==> src/rtl/tone_pkg.sv <==
// ---------------------------------------------------------------------------
// tone_pkg
// Shared types and sizing helpers for the tone/pulse synthesiser.
//   mode_e          per-channel waveform mode (OFF, SQUARE, PULSE, ONESHOT)
//   MODE_W          encoded width of mode_e
//   mix_width()     width of the weighted channel sum
//   ch_index_width() width of a channel select (never less than 1)
// ---------------------------------------------------------------------------
package tone_pkg;

    localparam int MODE_W = 2;

    typedef enum logic [MODE_W-1:0] {
        MODE_OFF     = 2'd0,
        MODE_SQUARE  = 2'd1,
        MODE_PULSE   = 2'd2,
        MODE_ONESHOT = 2'd3
    } mode_e;

    // Sum of num_ch amplitudes of amp_w bits: the largest sum,
    // num_ch * (2^amp_w - 1), always fits in amp_w + clog2(num_ch) bits.
    function automatic int mix_width(input int amp_w, input int num_ch);
        return amp_w + ((num_ch > 1) ? $clog2(num_ch) : 0);
    endfunction

    function automatic int ch_index_width(input int num_ch);
        return (num_ch > 1) ? $clog2(num_ch) : 1;
    endfunction

endpackage

==> src/rtl/tone_channel.sv <==
// ---------------------------------------------------------------------------
// tone_channel
// One generator channel: a single-entry shadow config slot, the period/width
// counter, mode logic and the registered 1-bit wave.
// Ports:
//   clk, rst_n   clock, asynchronous active-low reset
//   cfg_we       accepted config write for this channel (one cycle)
//   cfg_mode     new mode
//   cfg_period   new period in clk cycles
//   cfg_width    new high time in clk cycles (PULSE / ONESHOT)
//   cfg_amp      new amplitude
//   trigger      one-shot start strobe
//   pending      shadow slot holds a write not yet applied
//   wave         registered channel wave
//   busy         one-shot pulse in progress
//   amp          active amplitude, used by the mixer
// ---------------------------------------------------------------------------
module tone_channel
    import tone_pkg::*;
#(
    parameter int PERIOD_W = 32,
    parameter int AMP_W    = 8
) (
    input  logic                clk,
    input  logic                rst_n,
    input  logic                cfg_we,
    input  mode_e               cfg_mode,
    input  logic [PERIOD_W-1:0] cfg_period,
    input  logic [PERIOD_W-1:0] cfg_width,
    input  logic [AMP_W-1:0]    cfg_amp,
    input  logic                trigger,
    output logic                pending,
    output logic                wave,
    output logic                busy,
    output logic [AMP_W-1:0]    amp
);

    // Shadow slot
    mode_e               sh_mode;
    logic [PERIOD_W-1:0] sh_period;
    logic [PERIOD_W-1:0] sh_width;
    logic [AMP_W-1:0]    sh_amp;

    // Active parameters
    mode_e               act_mode;
    logic [PERIOD_W-1:0] act_period;
    logic [PERIOD_W-1:0] act_width;

    logic [PERIOD_W-1:0] count;
    logic [PERIOD_W-1:0] count_d;
    logic                busy_d;
    logic                wave_d;

    logic                silent;
    logic                at_boundary;
    logic                apply_en;
    mode_e               eff_mode;
    logic [PERIOD_W-1:0] eff_width;
    logic                fire;

    // NOTE: every variable written here gets a default before any branch,
    // otherwise a path that skips the assignment infers a latch.
    always_comb begin
        silent      = (act_period < PERIOD_W'(2));
        at_boundary = (count == act_period - PERIOD_W'(1));

        // A pending write waits for the end of the current period so a
        // running tone never emits a truncated cycle. A silent channel has
        // no period boundary, so it takes the update at once. A one-shot
        // lets its pulse finish before changing.
        apply_en = 1'b0;
        if (pending) begin
            case (act_mode)
                MODE_OFF:     apply_en = 1'b1;
                MODE_ONESHOT: apply_en = !busy;
                default:      apply_en = silent || at_boundary;
            endcase
        end

        // An apply in the same cycle as a trigger is seen first, so the
        // trigger is qualified by the parameters that are about to load.
        eff_mode  = apply_en ? sh_mode  : act_mode;
        eff_width = apply_en ? sh_width : act_width;
        fire      = trigger && (eff_mode == MODE_ONESHOT) && (eff_width != '0);

        count_d = count;
        busy_d  = busy;
        if (fire) begin
            busy_d  = 1'b1;
            count_d = '0;
        end else if (apply_en) begin
            busy_d  = 1'b0;
            count_d = '0;
        end else begin
            case (act_mode)
                MODE_SQUARE, MODE_PULSE: begin
                    if (silent || at_boundary) count_d = '0;
                    else                       count_d = count + PERIOD_W'(1);
                end
                MODE_ONESHOT: begin
                    // Count stays frozen once the pulse has ended.
                    if (busy) begin
                        if (count == act_width - PERIOD_W'(1)) busy_d  = 1'b0;
                        else                                   count_d = count + PERIOD_W'(1);
                    end
                end
                default: count_d = '0;
            endcase
        end

        wave_d = 1'b0;
        case (act_mode)
            MODE_SQUARE:  wave_d = !silent && (count < (act_period >> 1));
            MODE_PULSE:   wave_d = !silent && (count < act_width);
            MODE_ONESHOT: wave_d = busy && (count < act_width);
            default:      wave_d = 1'b0;
        endcase
    end

    // NOTE: sequential state uses non-blocking assignments so every register
    // samples the pre-edge values regardless of statement order.
    always_ff @(posedge clk or negedge rst_n) begin
        if (!rst_n) begin
            // NOTE: the shadow slot is reset too, not just the valid flag,
            // so a stray apply can never load unknown parameters.
            sh_mode    <= MODE_OFF;
            sh_period  <= '0;
            sh_width   <= '0;
            sh_amp     <= '0;
            act_mode   <= MODE_OFF;
            act_period <= '0;
            act_width  <= '0;
            amp        <= '0;
            pending    <= 1'b0;
            count      <= '0;
            busy       <= 1'b0;
            wave       <= 1'b0;
        end else begin
            if (cfg_we) begin
                sh_mode   <= cfg_mode;
                sh_period <= cfg_period;
                sh_width  <= cfg_width;
                sh_amp    <= cfg_amp;
            end

            if (cfg_we)        pending <= 1'b1;
            else if (apply_en) pending <= 1'b0;

            if (apply_en) begin
                act_mode   <= sh_mode;
                act_period <= sh_period;
                act_width  <= sh_width;
                amp        <= sh_amp;
            end

            count <= count_d;
            busy  <= busy_d;
            wave  <= wave_d;
        end
    end

endmodule

==> src/rtl/tone_pulse_synth.sv <==
// ---------------------------------------------------------------------------
// tone_pulse_synth
// Multi-channel tone / pulse generator feeding a first-order sigma-delta
// modulator that drives the 1-bit speaker line.
// Ports:
//   clk, rst_n   clock, asynchronous active-low reset
//   cfg_valid    config write request
//   cfg_ready    write accepted when cfg_valid && cfg_ready (combinational)
//   cfg_ch       target channel
//   cfg_mode     mode_e for the target channel
//   cfg_period   period in clk cycles
//   cfg_width    high time in clk cycles (PULSE / ONESHOT)
//   cfg_amp      channel amplitude
//   trigger      per-channel one-shot start strobe
//   ch_wave      registered per-channel wave
//   busy         per-channel one-shot in progress
//   mix_out      registered amplitude-weighted sum of ch_wave
//   spk_out      PDM output
// Latency: ch_wave at t, mix_out at t+1, spk_out at t+2.
// ---------------------------------------------------------------------------
module tone_pulse_synth
    import tone_pkg::*;
#(
    parameter  int NUM_CH   = 4,
    parameter  int PERIOD_W = 32,
    parameter  int AMP_W    = 8,
    localparam int CH_W     = ch_index_width(NUM_CH),
    localparam int MIX_W    = mix_width(AMP_W, NUM_CH)
) (
    input  logic                clk,
    input  logic                rst_n,
    input  logic                cfg_valid,
    output logic                cfg_ready,
    input  logic [CH_W-1:0]     cfg_ch,
    input  mode_e               cfg_mode,
    input  logic [PERIOD_W-1:0] cfg_period,
    input  logic [PERIOD_W-1:0] cfg_width,
    input  logic [AMP_W-1:0]    cfg_amp,
    input  logic [NUM_CH-1:0]   trigger,
    output logic [NUM_CH-1:0]   ch_wave,
    output logic [NUM_CH-1:0]   busy,
    output logic [MIX_W-1:0]    mix_out,
    output logic                spk_out
);

    localparam int CH_SLOTS = 2 ** CH_W;

    if (NUM_CH < 1 || NUM_CH > 16) begin : g_num_ch_check
        $error("tone_pulse_synth: NUM_CH must be in 1..16");
    end

    if (longint'(NUM_CH) * ((longint'(1) << AMP_W) - 1) >= (longint'(1) << MIX_W)) begin : g_mix_w_check
        $error("tone_pulse_synth: MIX_W too narrow for the full-scale sum");
    end

    logic [NUM_CH-1:0]   pending;
    logic [CH_SLOTS-1:0] pending_ext;
    logic [NUM_CH-1:0]   cfg_we;
    logic [AMP_W-1:0]    ch_amp [NUM_CH];

    // Unused channel codes (NUM_CH not a power of two) read as not pending,
    // so a write to them is accepted and dropped instead of stalling.
    assign pending_ext = CH_SLOTS'(pending);
    assign cfg_ready   = !pending_ext[cfg_ch];

    for (genvar c = 0; c < NUM_CH; c++) begin : g_ch
        assign cfg_we[c] = cfg_valid && cfg_ready && (cfg_ch == CH_W'(c));

        tone_channel #(
            .PERIOD_W (PERIOD_W),
            .AMP_W    (AMP_W)
        ) u_channel (
            .clk        (clk),
            .rst_n      (rst_n),
            .cfg_we     (cfg_we[c]),
            .cfg_mode   (cfg_mode),
            .cfg_period (cfg_period),
            .cfg_width  (cfg_width),
            .cfg_amp    (cfg_amp),
            .trigger    (trigger[c]),
            .pending    (pending[c]),
            .wave       (ch_wave[c]),
            .busy       (busy[c]),
            .amp        (ch_amp[c])
        );
    end

    // Mixer: amplitude of every channel whose registered wave is high.
    logic [MIX_W-1:0] mix_sum;

    always_comb begin
        mix_sum = '0;
        for (int i = 0; i < NUM_CH; i++) begin
            if (ch_wave[i]) mix_sum = mix_sum + MIX_W'(ch_amp[i]);
        end
    end

    // First-order sigma-delta: the carry out of the accumulator is the PDM
    // bit, so the mean density of spk_out is mix_out / 2^MIX_W.
    logic [MIX_W-1:0] acc;
    logic [MIX_W:0]   sd_sum;

    assign sd_sum = {1'b0, acc} + {1'b0, mix_out};

    always_ff @(posedge clk or negedge rst_n) begin
        if (!rst_n) begin
            mix_out <= '0;
            acc     <= '0;
            spk_out <= 1'b0;
        end else begin
            mix_out <= mix_sum;
            acc     <= sd_sum[MIX_W-1:0];
            spk_out <= sd_sum[MIX_W];
        end
    end

endmodule
==> config.mk <==
export PLATFORM = sky130hd
export DESIGN_NAME = tone_pulse_synth
export DESIGN_NICKNAME = d
export VERILOG_FILES = /design/src/rtl/tone_pkg.sv /design/src/rtl/tone_channel.sv /design/src/rtl/tone_pulse_synth.sv
export SDC_FILE = /design/constraint.sdc
export NUM_CORES = 2
export LEC_CHECK = 0
export ABC_AREA = 1
export ABC_CLOCK_PERIOD_IN_PS = 11000
export BUFFER_PORTS_ARGS = -buffer_cell sky130_fd_sc_hd__buf_4
export CAP_MARGIN = 20
export CORE_MARGIN = 10
export CORE_UTILIZATION = 35
export DETAILED_ROUTE_END_ITERATION = 7
export HOLD_SLACK_MARGIN = 0.02
export PLACE_DENSITY = 0.55
export SLEW_MARGIN = 20
export SYNTH_ARGS = -nofsm -noshare
export SYNTH_HDL_FRONTEND = slang
export SYNTH_SLANG_ARGS = --single-unit
==> constraint.sdc <==
create_clock -name clk -period 11 [get_ports clk]
set_clock_uncertainty 0.1 [all_clocks]
set_input_delay 2.2 -clock clk [delete_from_list [all_inputs] [get_ports clk]]
set_output_delay 2.2 -clock clk [all_outputs]
set_load 0.01 [all_outputs]
Word-level counts from Yosys, hierarchy flattened
Index checks and enable logic that the tools add are counted.
{"block": "totals", "out_inout_bits": 20, "reg_bits": 753}
{"block": "classes", "reduce_logical": 63, "add_sub_neg": 16, "order_cmp": 13, "muxes": 78, "eq_ne": 35}
{"cell": "$mux 32", "count": 24}
{"cell": "$eq 32x32->1", "count": 8}
{"cell": "$pmux 32 s2", "count": 4}
{"cell": "$sub 32x1->32 const B", "count": 8}
{"cell": "$add 32x1->32 const B", "count": 4}
{"cell": "$lt 32x2->1 const B", "count": 4}
{"cell": "$lt 32x31->1", "count": 4}
{"cell": "$lt 32x32->1", "count": 4}
{"cell": "$reduce_bool 32->1", "count": 4}
{"cell": "$mux 1", "count": 33}
{"cell": "$add 10x8->10", "count": 3}
{"cell": "$mux 10", "count": 3}
{"cell": "$eq 2x2->1 const B", "count": 14}
{"cell": "$logic_and 1x1->1", "count": 25}
{"cell": "$ne 4x1->1 const B", "count": 4}
{"cell": "$ne 4x2->1 const B", "count": 4}
{"cell": "$pmux 1 s3", "count": 4}
{"cell": "$reduce_bool 3->1", "count": 4}
{"cell": "$add 10x10->11", "count": 1}
{"cell": "$eq 2x1->1 const B", "count": 5}
{"cell": "$logic_not 2->1", "count": 5}
{"cell": "$logic_not 1->1", "count": 9}
{"cell": "$mux 2", "count": 4}
{"cell": "$mux 8", "count": 1}
{"cell": "7 further kinds", "count": 22}

Longest topological paths before layout
{"block": "logic_depth", "word_depth": 11, "ltp_mapped": 29}

Cells and area by module
A second synthesis with hierarchy kept.
{"block": "unflattened", "hier_cells": 7267, "area_unflattened_um2": 53244.8}
{"mod": "tone_channel", "cells_each": 1726, "area_each_um2": 12685.9, "instances": 4}
{"mod": "tone_pulse_synth", "cells_each": 363, "area_each_um2": 2501.1, "instances": 1}

Worst setup path after synthesis
OpenSTA, ideal clock, no wires.
{"block": "synth_timing", "path_type": "input to output", "start": "input port cfg_ch[0]", "end": "output port cfg_ready", "path_stages": 3, "required_ns": 8.700, "path_buffers": 0, "arrival_time_ns": 2.688, "slack_ns": 6.012, "path_cell_list": "nor2_1 a21oi_1 o221ai_1"}
{"block": "synth_via", "elab_chain_len": 3}
{"item": "start: declaration", "line": "tone_pulse_synth.sv:34", "text": "input logic [CH_W-1:0] cfg_ch,"}
{"item": "$bmux 1 s2", "line": "tone_pulse_synth.sv:64", "text": "assign cfg_ready = !pending_ext[cfg_ch];"}
{"item": "$mux 1 (not written as such)", "line": "tone_pulse_synth.sv:64"}
{"item": "$logic_not 1->1", "line": "tone_pulse_synth.sv:64"}
{"item": "end: declaration", "line": "tone_pulse_synth.sv:33", "text": "output logic cfg_ready,"}
No other way between the ends. The select of a mux whose other input is x is not followed.

Final worst setup path
Same ends and word-level chain as after synthesis.

==> metrics.txt <==
worst slew pin tran=1.080 ns; Synth async-reset ratio=1.000; Cell Chain, Critical Path=buf_4, nor2_1, a21oi_1, o221ai_1, buf_4; clock buffer depth=3; Critical Path RT=8.70 ns; Avg Synthesized Cell Area=7.257 sq um; Total Power=14.43 mW; fill count=15380; initial cell density of the core=0.3522; clock root cell=clkbuf_16; cts repair resizes=0; Cells after Synth=7072; GRT Util Overall=0.2206; crit start category=input pin; worst-skew pair later-pin latency=0.72 ns; unique cell type count in the Yosys netlist=61; total global routing overflow=0; CP most frequent cell=buf_4; worst-path fanout max=7; CTS tree=done; Reg-to-Reg End=g_ch[3].u_channel.count[0]; worst endpoint data arrival time=3.23 ns; Setup Buffers After CTS=0; row count=140; Min-Delay Path Depth=2; WS Path Type=in2out; post-synth top area share=0.3671; CP max-delay cell=o221ai_1; Port Buffers=102; core area=0.1457 sq mm; Critical Path Start=cfg_ch[0]; drt total wl=183200 um; fraction of layout cells with a size suffix above 1=0.07154; Post-CTS Hold Buffers=0; Synth area leaders=dfrtp_1 (37%), nand2_1 (12%), inv_1 (7.9%); fin crit period=5.529 ns; nets=7477; PD cells=253.2 mW/mm^2; # setup viols final=0; maximum vdd drop=0.0001488 V; placed insts=8903; RSZ-0062 raised after global routing=no; initial antenna violation count=36; ANT nets after route=0; Setup TNS=0 ns; drt first pass iters=8; Die Width=402.9 um; area of the multi-input gates=0.02720 sq mm; Seq/Total Area, Yosys=0.3671; max-slew violation count=0; H-tree levels=3; Clock Sinks=753; area delta synth->final=11.08%; syn_nets=7473; Worst setup EP type=output pin; max_cap viols=0; largest net degree at the start of global routing=166; Slew HR=0.2797; DR vias/cell=5.063; DRC Markers=0; CTS Buf Count=88; Worst path max stage delay=0.52 ns; Synth Cell Area=0.05132 sq mm; Iter 0 DRT Violations=4013; R2R depth=22; max frequency=0.1809 GHz; largest area contributor in the netlist=dfrtp_1; Final Hold Viols=0; predominant post-synthesis flop cell=dfrtp_1; Synth Warn #=0; reg-to-reg slack, setup=5.72 ns; clock slew at reported path FFs=0.06 ns; hold endpoint=g_ch[2].u_channel.amp[2]; Die Ht=402.9 um; # IOs=103; vias in the first global route=44100; routed len/inst=20.20 um; DP Wirelength=140000 um; HP Start=g_ch[2].u_channel.sh_amp[2]; outcome=complete, no violations; Placer Congestion=0.9619; Post-Layout Cell Count=9068; Post-synth EDFFs=0; worst reg2reg path startpoint=g_ch[3].u_channel.act_period[0]; first-pass GRT wire length=276100 um; sequential cell area=0.01884 sq mm; Seq cells post-synth=753; Leak=27.56 nW; Worst Hold Class=reg2reg; area of the die=0.1624 sq mm; period utilisation layout=0.5026; Vias=45910
==> area by class of cell <==
cell class / instances / area share
Antenna cell: 8 / 0.0003512
Clock buffer: 116 / 0.04383
Clock inverter: 41 / 0.01141
Inverter: 1098 / 0.07230
Multi-Input combinational cell: 4971 / 0.4771
Sequential cell: 753 / 0.3305
Tap cell: 1917 / 0.04207
Timing Repair Buffer: 164 / 0.02239
==> synthesized netlist by cell type (all sizes together) (4+ instances only) <==
| cell type | number |
|---|---|
| o221ai | 7 |
| xnor2 | 106 |
| inv | 1096 |
| a21boi | 5 |
| a21oi | 187 |
| ha | 314 |
| a21o | 8 |
| o2111ai | 6 |
| o31ai | 12 |
| o21ai | 615 |
| o21bai | 11 |
| xor2 | 334 |
| a31oi | 7 |
| o21a | 9 |
| nor3b | 13 |
| a221oi | 8 |
| nand3 | 249 |
| a2111oi | 6 |
| dfrtp | 753 |
| o221a | 4 |
| clkbuf | 165 |
| o211ai | 17 |
| fa | 4 |
| o22ai | 35 |
| or2 | 16 |
| nand4 | 224 |
| and3 | 5 |
| nand3b | 13 |
| nand2 | 1728 |
| a211oi | 11 |
| buf | 85 |
| nor4 | 38 |
| nor2 | 841 |
| nor3 | 121 |
==> logic make-up after synthesis <==
logic type | after synthesis | share of synthesized area
AO/OA/AOI/OAI | 954 | 0.1014
XOR/XNOR | 443 | 0.07640
adder cells (fa/ha/maj) | 318 | 0.07811
buffers and inverters | 1348 | 0.1035
flip-flops | 753 | 0.3671
AND/OR/NAND/NOR | 3256 | 0.2735
==> routing by layer <==
layer | vias to the layer above | GRT usage | part of all wire
li1 | 22510 | - | -
met1 | 21860 | 0.3081 | 0.46
met2 | 1292 | 0.3489 | 0.44
met3 | 246 | 0.03838 | 0.066
met4 | 2 | 0.06080 | 0.028
met5 | - | 0 | 0.00011
==> through the flow <==
stage               utilization  setup WS [ns]  hold slack (ns)  instance area [sq um]
finish                   0.3912          5.471           0.3687                  57010
global route             0.3910          5.191           0.3886                  56990
CTS                      0.3910          5.478           0.3728                  56990
detailed placement       0.3694          5.475           0.3524                  53840
global placement         0.3694          5.477           0.3519                  53840
floorplan                     -          6.012           0.3422                  51320
==> critical path: cells and delay by family <==
kind	cells	cell delay, ns
buffers and inverters	2	0.38
AO/OA/AOI/OAI	2	0.57
AND/OR/NAND/NOR	1	0.08
==> layout by cell type, fill, tap and decap left out, types with 9 or more instances in the layout <==
cell and count:
nand3b_1 13, o21ai_0 577, o31ai_1 12, o211ai_1 17, nor2_2 94, nand2_1 1699, o22ai_1 35, clkbuf_16 89
nand4_1 224, a211oi_1 11, bufinv_16 13, nor4_1 36, nor3_1 116, clkbuf_1 10, dfrtp_1 753, xor2_1 334
nor3b_1 13, xnor2_1 106, nand3_1 238, inv_2 18, buf_4 160, or2_2 15, o21ai_2 12, nor2_1 738
o21bai_1 11, inv_1 1078, clkbuf_8 17, nand2_2 25, o21a_1 9, a21oi_1 187, clkinv_2 13, ha_1 314
o21ai_1 26
==> registers in the layout, summed over array words and instances (netlist names) <==
signal / cells
g_ch.u_channel.act_period: 128
g_ch.u_channel.act_width: 128
g_ch.u_channel.count: 128
g_ch.u_channel.sh_period: 128
g_ch.u_channel.sh_width: 128
g_ch.u_channel.amp: 32
g_ch.u_channel.sh_amp: 32
acc: 10
mix_out: 10
g_ch.u_channel.act_mode: 8
g_ch.u_channel.sh_mode: 8
g_ch.u_channel.busy: 4
g_ch.u_channel.pending: 4
g_ch.u_channel.wave: 4
spk_out: 1
==> worst max path at each step <==
stage                                  end  slack (ns)  cells after the start
2_1_floorplan                    cfg_ready        6.01                      3
3_3_place_gp                     cfg_ready        5.48                      5
3_5_place_dp                     cfg_ready        5.47                      5
4_1_cts                          cfg_ready        5.48                      5
5_1_grt        g_ch[3].u_channel.count[25]        5.19                     24
6_report                         cfg_ready        5.47                      5
==> where the power goes <==
part	leakage, nW	internal, mW	switching [mW]
registers	9.56	3.75	0.971
logic	16.5	2.07	4.43
clock network	1.53	1.91	1.31
total	27.6	7.73	6.71
Note: power is estimated with default switching activity, not from simulation.
